**config.mk**
```make
export PLATFORM = sky130hd
export DESIGN_NAME = cache_bank_miss_handler
export DESIGN_NICKNAME = d
export VERILOG_FILES = /design/src/rtl/cache_bank_miss_handler.sv
export SDC_FILE = /design/constraint.sdc
export NUM_CORES = 1
export LEC_CHECK = 0
export ABC_AREA = 1
export CORE_MARGIN = 4
export CORE_UTILIZATION = 45
export CTS_CLUSTER_SIZE = 30
export DETAILED_ROUTE_END_ITERATION = 16
export PLACE_DENSITY = 0.87
export SETUP_SLACK_MARGIN = 0.05
export SYNTH_ARGS = -nofsm -noshare
export SYNTH_HDL_FRONTEND = slang
export SYNTH_SLANG_ARGS = --single-unit
```
**constraint.sdc**
```tcl
create_clock -name CLK -period 13.8 [get_ports CLK]
set_clock_uncertainty 0.05 [all_clocks]
set_input_delay 2.07 -clock CLK [delete_from_list [all_inputs] [get_ports CLK]]
set_output_delay 2.07 -clock CLK [all_outputs]
set_load 0.01 [all_outputs]
```
**src/rtl/cache_bank_miss_handler.sv**
```systemverilog
// Miss retirement engine for one cache bank. It writes back a dirty victim, fetches the missing
// block one word per beat, merges buffered stores into it, fills the bank and pops the MSHR head.
module cache_bank_miss_handler #(
    parameter int WORD_W     = 32,
    parameter int BLOCK_SIZE = 4,
    parameter int ADDR_W     = 32,
    parameter int TAG_W      = 26,
    parameter int INDEX_W    = 2,
    parameter int UUID_SIZE  = 4
) (
    input  logic                         CLK,
    input  logic                         RST,

    input  logic                         mshr_valid,
    input  logic [UUID_SIZE-1:0]         mshr_uuid,
    input  logic [ADDR_W-1:0]            mshr_block_addr,
    input  logic [BLOCK_SIZE-1:0]        mshr_write_status,
    input  logic [BLOCK_SIZE*WORD_W-1:0] mshr_write_block,
    output logic                         bank_free,

    input  logic                         victim_valid,
    input  logic                         victim_dirty,
    input  logic [TAG_W-1:0]             victim_tag,
    input  logic [BLOCK_SIZE*WORD_W-1:0] victim_block,

    output logic                         mem_req_valid,
    input  logic                         mem_req_ready,
    output logic                         mem_req_rw,
    output logic [ADDR_W-1:0]            mem_req_addr,
    output logic [WORD_W-1:0]            mem_req_wdata,
    input  logic                         mem_resp_valid,
    input  logic [WORD_W-1:0]            mem_resp_rdata,

    output logic                         fill_en,
    output logic [INDEX_W-1:0]           fill_index,
    output logic [TAG_W-1:0]             fill_tag,
    output logic [BLOCK_SIZE*WORD_W-1:0] fill_block,
    output logic                         fill_dirty,
    output logic [UUID_SIZE-1:0]         done_uuid,
    output logic                         busy
);

    localparam int OFF_W = $clog2(BLOCK_SIZE);
    localparam int CNT_W = OFF_W + 1;
    localparam int BLK_W = BLOCK_SIZE * WORD_W;
    localparam logic [CNT_W-1:0] CNT_LAST = CNT_W'(BLOCK_SIZE - 1);
    localparam logic [CNT_W-1:0] CNT_FULL = CNT_W'(BLOCK_SIZE);

    typedef enum logic [2:0] {
        IDLE,
        WB,
        FETCH,
        FILL,
        RETIRE
    } state_t;

    state_t r_state;
    state_t w_next_state;

    logic [UUID_SIZE-1:0]  r_uuid;
    logic [ADDR_W-1:0]     r_block_addr;
    logic [BLOCK_SIZE-1:0] r_write_status;
    logic [BLK_W-1:0]      r_write_block;
    logic [TAG_W-1:0]      r_victim_tag;
    logic [BLK_W-1:0]      r_victim_block;
    logic [BLK_W-1:0]      r_fetch_block;
    logic [CNT_W-1:0]      r_beat;
    logic [CNT_W-1:0]      r_rcv;

    logic [INDEX_W-1:0]    w_index;
    logic [TAG_W-1:0]      w_tag;
    logic [ADDR_W-1:0]     w_wb_addr;
    logic [ADDR_W-1:0]     w_fetch_addr;
    logic [WORD_W-1:0]     w_wb_word;
    logic [BLK_W-1:0]      w_merged;
    logic                  w_issue_open;
    logic                  w_req_fire;
    logic                  w_resp_take;

    assign w_tag        = r_block_addr[ADDR_W-1 -: TAG_W];
    assign w_index      = r_block_addr[OFF_W+2 +: INDEX_W];
    assign w_wb_addr    = {r_victim_tag, w_index, r_beat[OFF_W-1:0], 2'b00};
    assign w_fetch_addr = r_block_addr + ADDR_W'({r_beat[OFF_W-1:0], 2'b00});
    assign w_issue_open = (r_beat != CNT_FULL);
    assign w_req_fire   = mem_req_valid && mem_req_ready;
    assign w_resp_take  = (r_state == FETCH) && mem_resp_valid && (r_rcv != CNT_FULL);
    assign busy         = (r_state != IDLE);

    always_comb begin
        w_wb_word = '0;
        for (int i = 0; i < BLOCK_SIZE; i++) begin
            if (r_beat[OFF_W-1:0] == OFF_W'(i)) begin
                w_wb_word = r_victim_block[i*WORD_W +: WORD_W];
            end
        end
    end

    // Buffered store words take priority over the words fetched from memory.
    always_comb begin
        w_merged = '0;
        for (int i = 0; i < BLOCK_SIZE; i++) begin
            w_merged[i*WORD_W +: WORD_W] = r_write_status[i] ? r_write_block[i*WORD_W +: WORD_W]
                                                             : r_fetch_block[i*WORD_W +: WORD_W];
        end
    end

    always_ff @(posedge CLK or posedge RST) begin
        if (RST) begin
            r_state <= IDLE;
        end else begin
            r_state <= w_next_state;
        end
    end

    always_comb begin
        w_next_state  = r_state;
        mem_req_valid = 1'b0;
        mem_req_rw    = 1'b0;
        mem_req_addr  = '0;
        mem_req_wdata = '0;
        fill_en       = 1'b0;
        fill_index    = '0;
        fill_tag      = '0;
        fill_block    = '0;
        fill_dirty    = 1'b0;
        bank_free     = 1'b0;
        done_uuid     = '0;
        case (r_state)
            IDLE: begin
                if (mshr_valid) begin
                    w_next_state = (victim_valid && victim_dirty) ? WB : FETCH;
                end
            end
            WB: begin
                mem_req_valid = 1'b1;
                mem_req_rw    = 1'b1;
                mem_req_addr  = w_wb_addr;
                mem_req_wdata = w_wb_word;
                if (mem_req_ready && (r_beat == CNT_LAST)) begin
                    w_next_state = FETCH;
                end
            end
            FETCH: begin
                mem_req_valid = w_issue_open;
                mem_req_addr  = w_issue_open ? w_fetch_addr : '0;
                if (w_resp_take && (r_rcv == CNT_LAST)) begin
                    w_next_state = FILL;
                end
            end
            FILL: begin
                fill_en      = 1'b1;
                fill_index   = w_index;
                fill_tag     = w_tag;
                fill_block   = w_merged;
                fill_dirty   = |r_write_status;
                w_next_state = RETIRE;
            end
            RETIRE: begin
                bank_free    = 1'b1;
                done_uuid    = r_uuid;
                w_next_state = IDLE;
            end
            default: begin
                w_next_state = IDLE;
            end
        endcase
    end

    // The beat counter serves the writeback first and is rewound to drive the fetch issue.
    always_ff @(posedge CLK or posedge RST) begin
        if (RST) begin
            r_uuid         <= '0;
            r_block_addr   <= '0;
            r_write_status <= '0;
            r_write_block  <= '0;
            r_victim_tag   <= '0;
            r_victim_block <= '0;
            r_fetch_block  <= '0;
            r_beat         <= '0;
            r_rcv          <= '0;
        end else begin
            case (r_state)
                IDLE: begin
                    if (mshr_valid) begin
                        r_uuid         <= mshr_uuid;
                        r_block_addr   <= mshr_block_addr;
                        r_write_status <= mshr_write_status;
                        r_write_block  <= mshr_write_block;
                        r_victim_tag   <= victim_tag;
                        r_victim_block <= victim_block;
                        r_beat         <= '0;
                        r_rcv          <= '0;
                    end
                end
                WB: begin
                    if (mem_req_ready) begin
                        if (r_beat == CNT_LAST) begin
                            r_beat <= '0;
                        end else begin
                            r_beat <= r_beat + CNT_W'(1);
                        end
                    end
                end
                FETCH: begin
                    if (w_req_fire) begin
                        r_beat <= r_beat + CNT_W'(1);
                    end
                    if (w_resp_take) begin
                        r_rcv <= r_rcv + CNT_W'(1);
                        for (int i = 0; i < BLOCK_SIZE; i++) begin
                            if (r_rcv[OFF_W-1:0] == OFF_W'(i)) begin
                                r_fetch_block[i*WORD_W +: WORD_W] <= mem_resp_rdata;
                            end
                        end
                    end
                end
                default: begin
                end
            endcase
        end
    end

endmodule

```
# Word level (Yosys, flattened, before mapping)
# Index checks and enable logic that the tools add are counted.
# op_classes
eq_ne,20
addsub,3
reduce_logical,21
muxes,32
# op_table
operator,count
32-bit 2-to-1 mux,10
128-bit 2-to-1 mux,1
32-bit one-hot mux with 2 select lines,1
32-bit by 4-bit adder with 32-bit output,1
26-bit 2-to-1 mux,1
3-bit 2-to-1 mux,8
3-bit AND reduction,6
3-bit by 2-bit == test with 1-bit output (second input constant),4
3-bit one-hot mux with 4 select lines,1
2-bit inequality test (second input constant),5
3-bit one-hot mux with 3 select lines,1
2-bit == test (second input constant),4
3-bit by 1-bit adder with 3-bit output (second input constant),2
1-bit logical AND,6
3-bit inequality test (second input constant),2
3-bit one-hot mux with 2 select lines,1
3-bit nonzero test,2
2-bit by 1-bit == test with 1-bit output (second input constant),2
2-bit logical NOT,2
1-bit 2-to-1 mux,4
2-bit 2-to-1 mux,2
4-bit 2-to-1 mux,1
4-bit AND reduction,1
4-bit OR reduction,1
7 further kinds,7
# totals
register_bits,459
output_inout_bits,230
in_bits,361
word_cells,89

# Depth between registers and ports, before layout
# logic_depth
ltp_word,6
mapped_depth,11
ltp_nobuf,10

# Worst setup path after synthesis
# OpenSTA, ideal clock, no wires.
# synth_path
path_kind,register -> output
start,register r_beat[1]
end,output port mem_req_wdata[10]
arrival_ns,1.636
path_stages_with_launch,9
required_time_ns,11.680
n_path_buf,2
setup_slack_ns,10.044
cell_sequence,dfrtp_1 -> inv_1 -> ha_1 -> clkbuf_1 -> clkbuf_1 -> a21oi_1 -> o21ai_0 -> nand2_1 -> a21oi_1
# synth_between
elab_chain_cells,6
elab_cells_between_ends,9
cone_classes,eq/ne (3); mux (5); reduce/logical (1)
# synth_lines
item,line_no,text
start: declaration,67,logic [CNT_W-1:0] r_beat;
start signal: assignment,200,r_beat <= r_beat + CNT_W'(1);
start signal: assignment,206,r_beat <= r_beat + CNT_W'(1);
2-bit logical NOT,92,if (r_beat[OFF_W-1:0] == OFF_W'(i)) begin
32-bit 2-to-1 mux (3 in series),92,
32-bit 2-to-1 mux *,92,
32-bit 2-to-1 mux *,128,case (r_state)
end: declaration,30,"output logic [WORD_W-1:0] mem_req_wdata,"
# Mark *: on every way between the ends. The rest lies on a longest branch, timed or not.

# Final worst setup path
# layout_path
start,register r_beat[1]
end,output port mem_req_wdata[27]
# Same word-level chain as after synthesis.

==> results.cfg <==
[status]
status = finished, final reports clean

[clock_network]
clk_pin_slew_ns = 0.06
cts_hold_fix_bufs = 0
clk_latency_ns = 0.57
cts_setup_buffers = 0
cts.sink_count = 459
cts-resized-gates = 0
tritoncts_clock_tree = built
clock_tree.buffer_depth = 3
cts_made_buffers = 49
htreeDepth = 2
clock_tree.root_cell = sky130_fd_sc_hd__clkbuf_16

[grt]
global_route.usage.total_pct = 26.4
vias_in_the_first_global_route = 19473
grt_first_pass_wirelength_mm = 112
maximum_number_of_pins_on_one_net_before_global_route_repair = 178
gr-total-overflow = 0
grt_antenna_before_repair = 14

[timing]
tightestPinTransition_ns = 1.15
hold_viol = 0
rsz_0062_raised_after_global_routing = no
fmax_mhz = 177
timing.final.crit_share_pct = 41.1
timing.final.crit_period_ns = 5.66
number_of_setup_violations_in_the_final_report = 0
max_slew_margin_pct = 23.1
final.setup.tns_ns = 0
hold_slack_ns = 0.434
slew_violations = 0

[power]
p_leak_nw = 14.7
peak_supply_drop_v = 0.000175
power.density_cell_area_nw_per_um2 = 225
design_power_total_mw = 6.87

[drt]
detail-route-antenna-nets = 0
detail_route.wl_per_cell_um = 20.6
firstDrtPassIters = 5
drt-initial-drc-count = 1525
via_count = 18979
route.detailed.drc = 0
drt-vias-per-instance = 5.30
routed_wl_mm = 73.9

[finish]
footprint_of_the_multi_input_gates_um2 = 9470
nets = 3248
ff_latch_area_um2 = 11500
final_cell_count_no_fill = 3583
synthToLayoutAreaGrowth_pct = 34.8
drive_above_1_share_pct = 17.0
fill_cells = 3724
post-route-cell-area_um2 = 30600

[placement]
detail_placement_hpwl_mm = 52.1
place.gp.congestion = 0.957
placed_cells = 3486
placement_stage_cell_area_um2 = 28900
port-buffer-count = 590

[synthesis]
synth-edff-count = 0
synth.cell_area_um2 = 22700
synth_area_leaders = sky130_fd_sc_hd__dfrtp_1 (51%), sky130_fd_sc_hd__mux2_2 (14%), sky130_fd_sc_hd__nand2_1 (8.1%), sky130_fd_sc_hd__mux2_4 (6.6%), sky130_fd_sc_hd__inv_1 (4.5%)
synth_seq_cells = 459
synthesis.nets = 2721
sequential_element_share_of_the_synthesized_area_pct = 50.7
netlist.top_cell.by_area = sky130_fd_sc_hd__dfrtp_1
ys_warn_count = 0
synth_top_area_share_pct = 50.7
count_leader_synth = sky130_fd_sc_hd__nand2_1
syn-instance-count = 2346
syn_avg_cell_area_um2 = 9.66
netlist-cell-type-count = 32
dominantRegCellSynth = sky130_fd_sc_hd__dfrtp_1
asyncSetResetFlopFracSynth_pct = 100
synth.top_cells.by_count = sky130_fd_sc_hd__nand2_1 (487), sky130_fd_sc_hd__dfrtp_1 (459), sky130_fd_sc_hd__mux2_2 (274), sky130_fd_sc_hd__inv_1 (272), sky130_fd_sc_hd__o21ai_0 (182)

[setup_path]
r2r_setup_slack_ns = 10.22
timing.critical_path.arrival_ns = 3.54
worstReg2RegStart = r_state[1]
critical_path_fanout_max = 64
worstSetupPathType = flip-flop to output pin
crit_path_start_kind = flip-flop
required_time_at_the_endpoint_of_the_critical_path_ns = 11.68
critPathLaunch = r_beat[1]
setup.worst_path.end_class = output pin

[min_path]
worst_hold_startpoint = r_fetch_block[14]
min_path_type = flip-flop to flip-flop

[die]
i_o_pin_count = 591
horizontal_extent_of_the_die_um = 232
fp-row-count = 81
fp.dieArea_um2 = 54000
fp.coreArea_um2 = 49400
start_util_pct = 45.9
die_h_um = 232

[job]
timing.max_cap.violations = 0
-- final cells by class --
class / count / area share, %
Inverter: 276 / 3.41
Clock buffer: 71 / 4.71
Sequential cell: 459 / 37.6
Multi-Input combinational cell: 1476 / 31.0
Tap cell: 664 / 2.72
Timing Repair Buffer: 611 / 19.9
Antenna cell: 11 / 0.0901
Clock inverter: 15 / 0.520
-- cell usage in the layout (no fill, tap or decap), drive strengths merged, types with 2 or more instances in the layout --
master and count:
clkdlybuf4s50 590, nand2 493, dfrtp 459, mux2 374, inv 276, o21ai 227, nor2 170, a21oi 151
clkbuf 71, nand3 28, buf 21, ha 13, diode 11, clkinv 9, nand4 5, o22ai 5
clkinvlp 4, nand3b 2, bufinv 2
-- registers in the layout (all words and copies together), names as in the netlist --
name and cells:
r_beat 3, r_block_addr 32, r_fetch_block 128, r_rcv 3, r_state 3, r_uuid 4, r_victim_block 128, r_victim_tag 26
r_write_block 128, r_write_status 4
-- worst paths after layout --
path,endpoint,depth (start not counted)
min reg2reg,r_fetch_block[14],2
min,r_fetch_block[14],2
min in group asynchronous,r_write_block[90],2
max,mem_req_wdata[27],7
max in group asynchronous,r_write_status[2],5
max reg2reg,r_write_block[116],5
-- critical path, stage by stage, from the launching register on --
cell and delay (ns):
sky130_fd_sc_hd__dfrtp_1 0.47, sky130_fd_sc_hd__inv_1 0.13, sky130_fd_sc_hd__ha_2 0.94, sky130_fd_sc_hd__a21oi_1 0.15, sky130_fd_sc_hd__o21ai_0 0.24, sky130_fd_sc_hd__nand2_1 0.18, sky130_fd_sc_hd__a21oi_1 0.21, sky130_fd_sc_hd__clkdlybuf4s50_1 0.60
-- report_power, final --
group | switching [mW] | total, mW | internal (mW)
Clock | 0.549 | 1.31 | 0.762
Sequential | 0.451 | 2.45 | 2.00
Combinational | 1.54 | 3.11 | 1.57
-- per-layer routing --
layer / track usage (%) / vias to the layer above / wire (µm)
li1: - / 8630 / -
met1: 31.9 / 9195 / 28000
met2: 44.5 / 936 / 35600
met3: 7.19 / 214 / 6910
met4: 11.2 / 4 / 3430
met5: 0 / - / 22
-- metrics by stage --
| stage | setup WS, ns | util (%) |
|---|---|---|
| 2_1_floorplan | 5.47 | - |
| 3_3_place_gp | 8.24 | 58.6 |
| 3_5_place_dp | 8.20 | 58.6 |
| 4_1_cts | 8.20 | 61.8 |
| 5_1_grt | 7.97 | 61.9 |
| 6_report | 8.14 | 61.9 |
-- kinds of logic after synthesis --
| group | count (synthesis) | synth area share (%) |
|---|---|---|
| multiplexers | 374 | 20.2 |
| XOR/XNOR | 1 | 0.0387 |
| adder cells (fa/ha/maj) | 14 | 0.806 |
| AND/OR/NAND/NOR | 700 | 12.0 |
| flip-flops | 459 | 50.7 |
| AO/OA/AOI/OAI | 387 | 8.66 |
| buffers and inverters | 411 | 7.58 |
(Power assumes the default switching activity.)
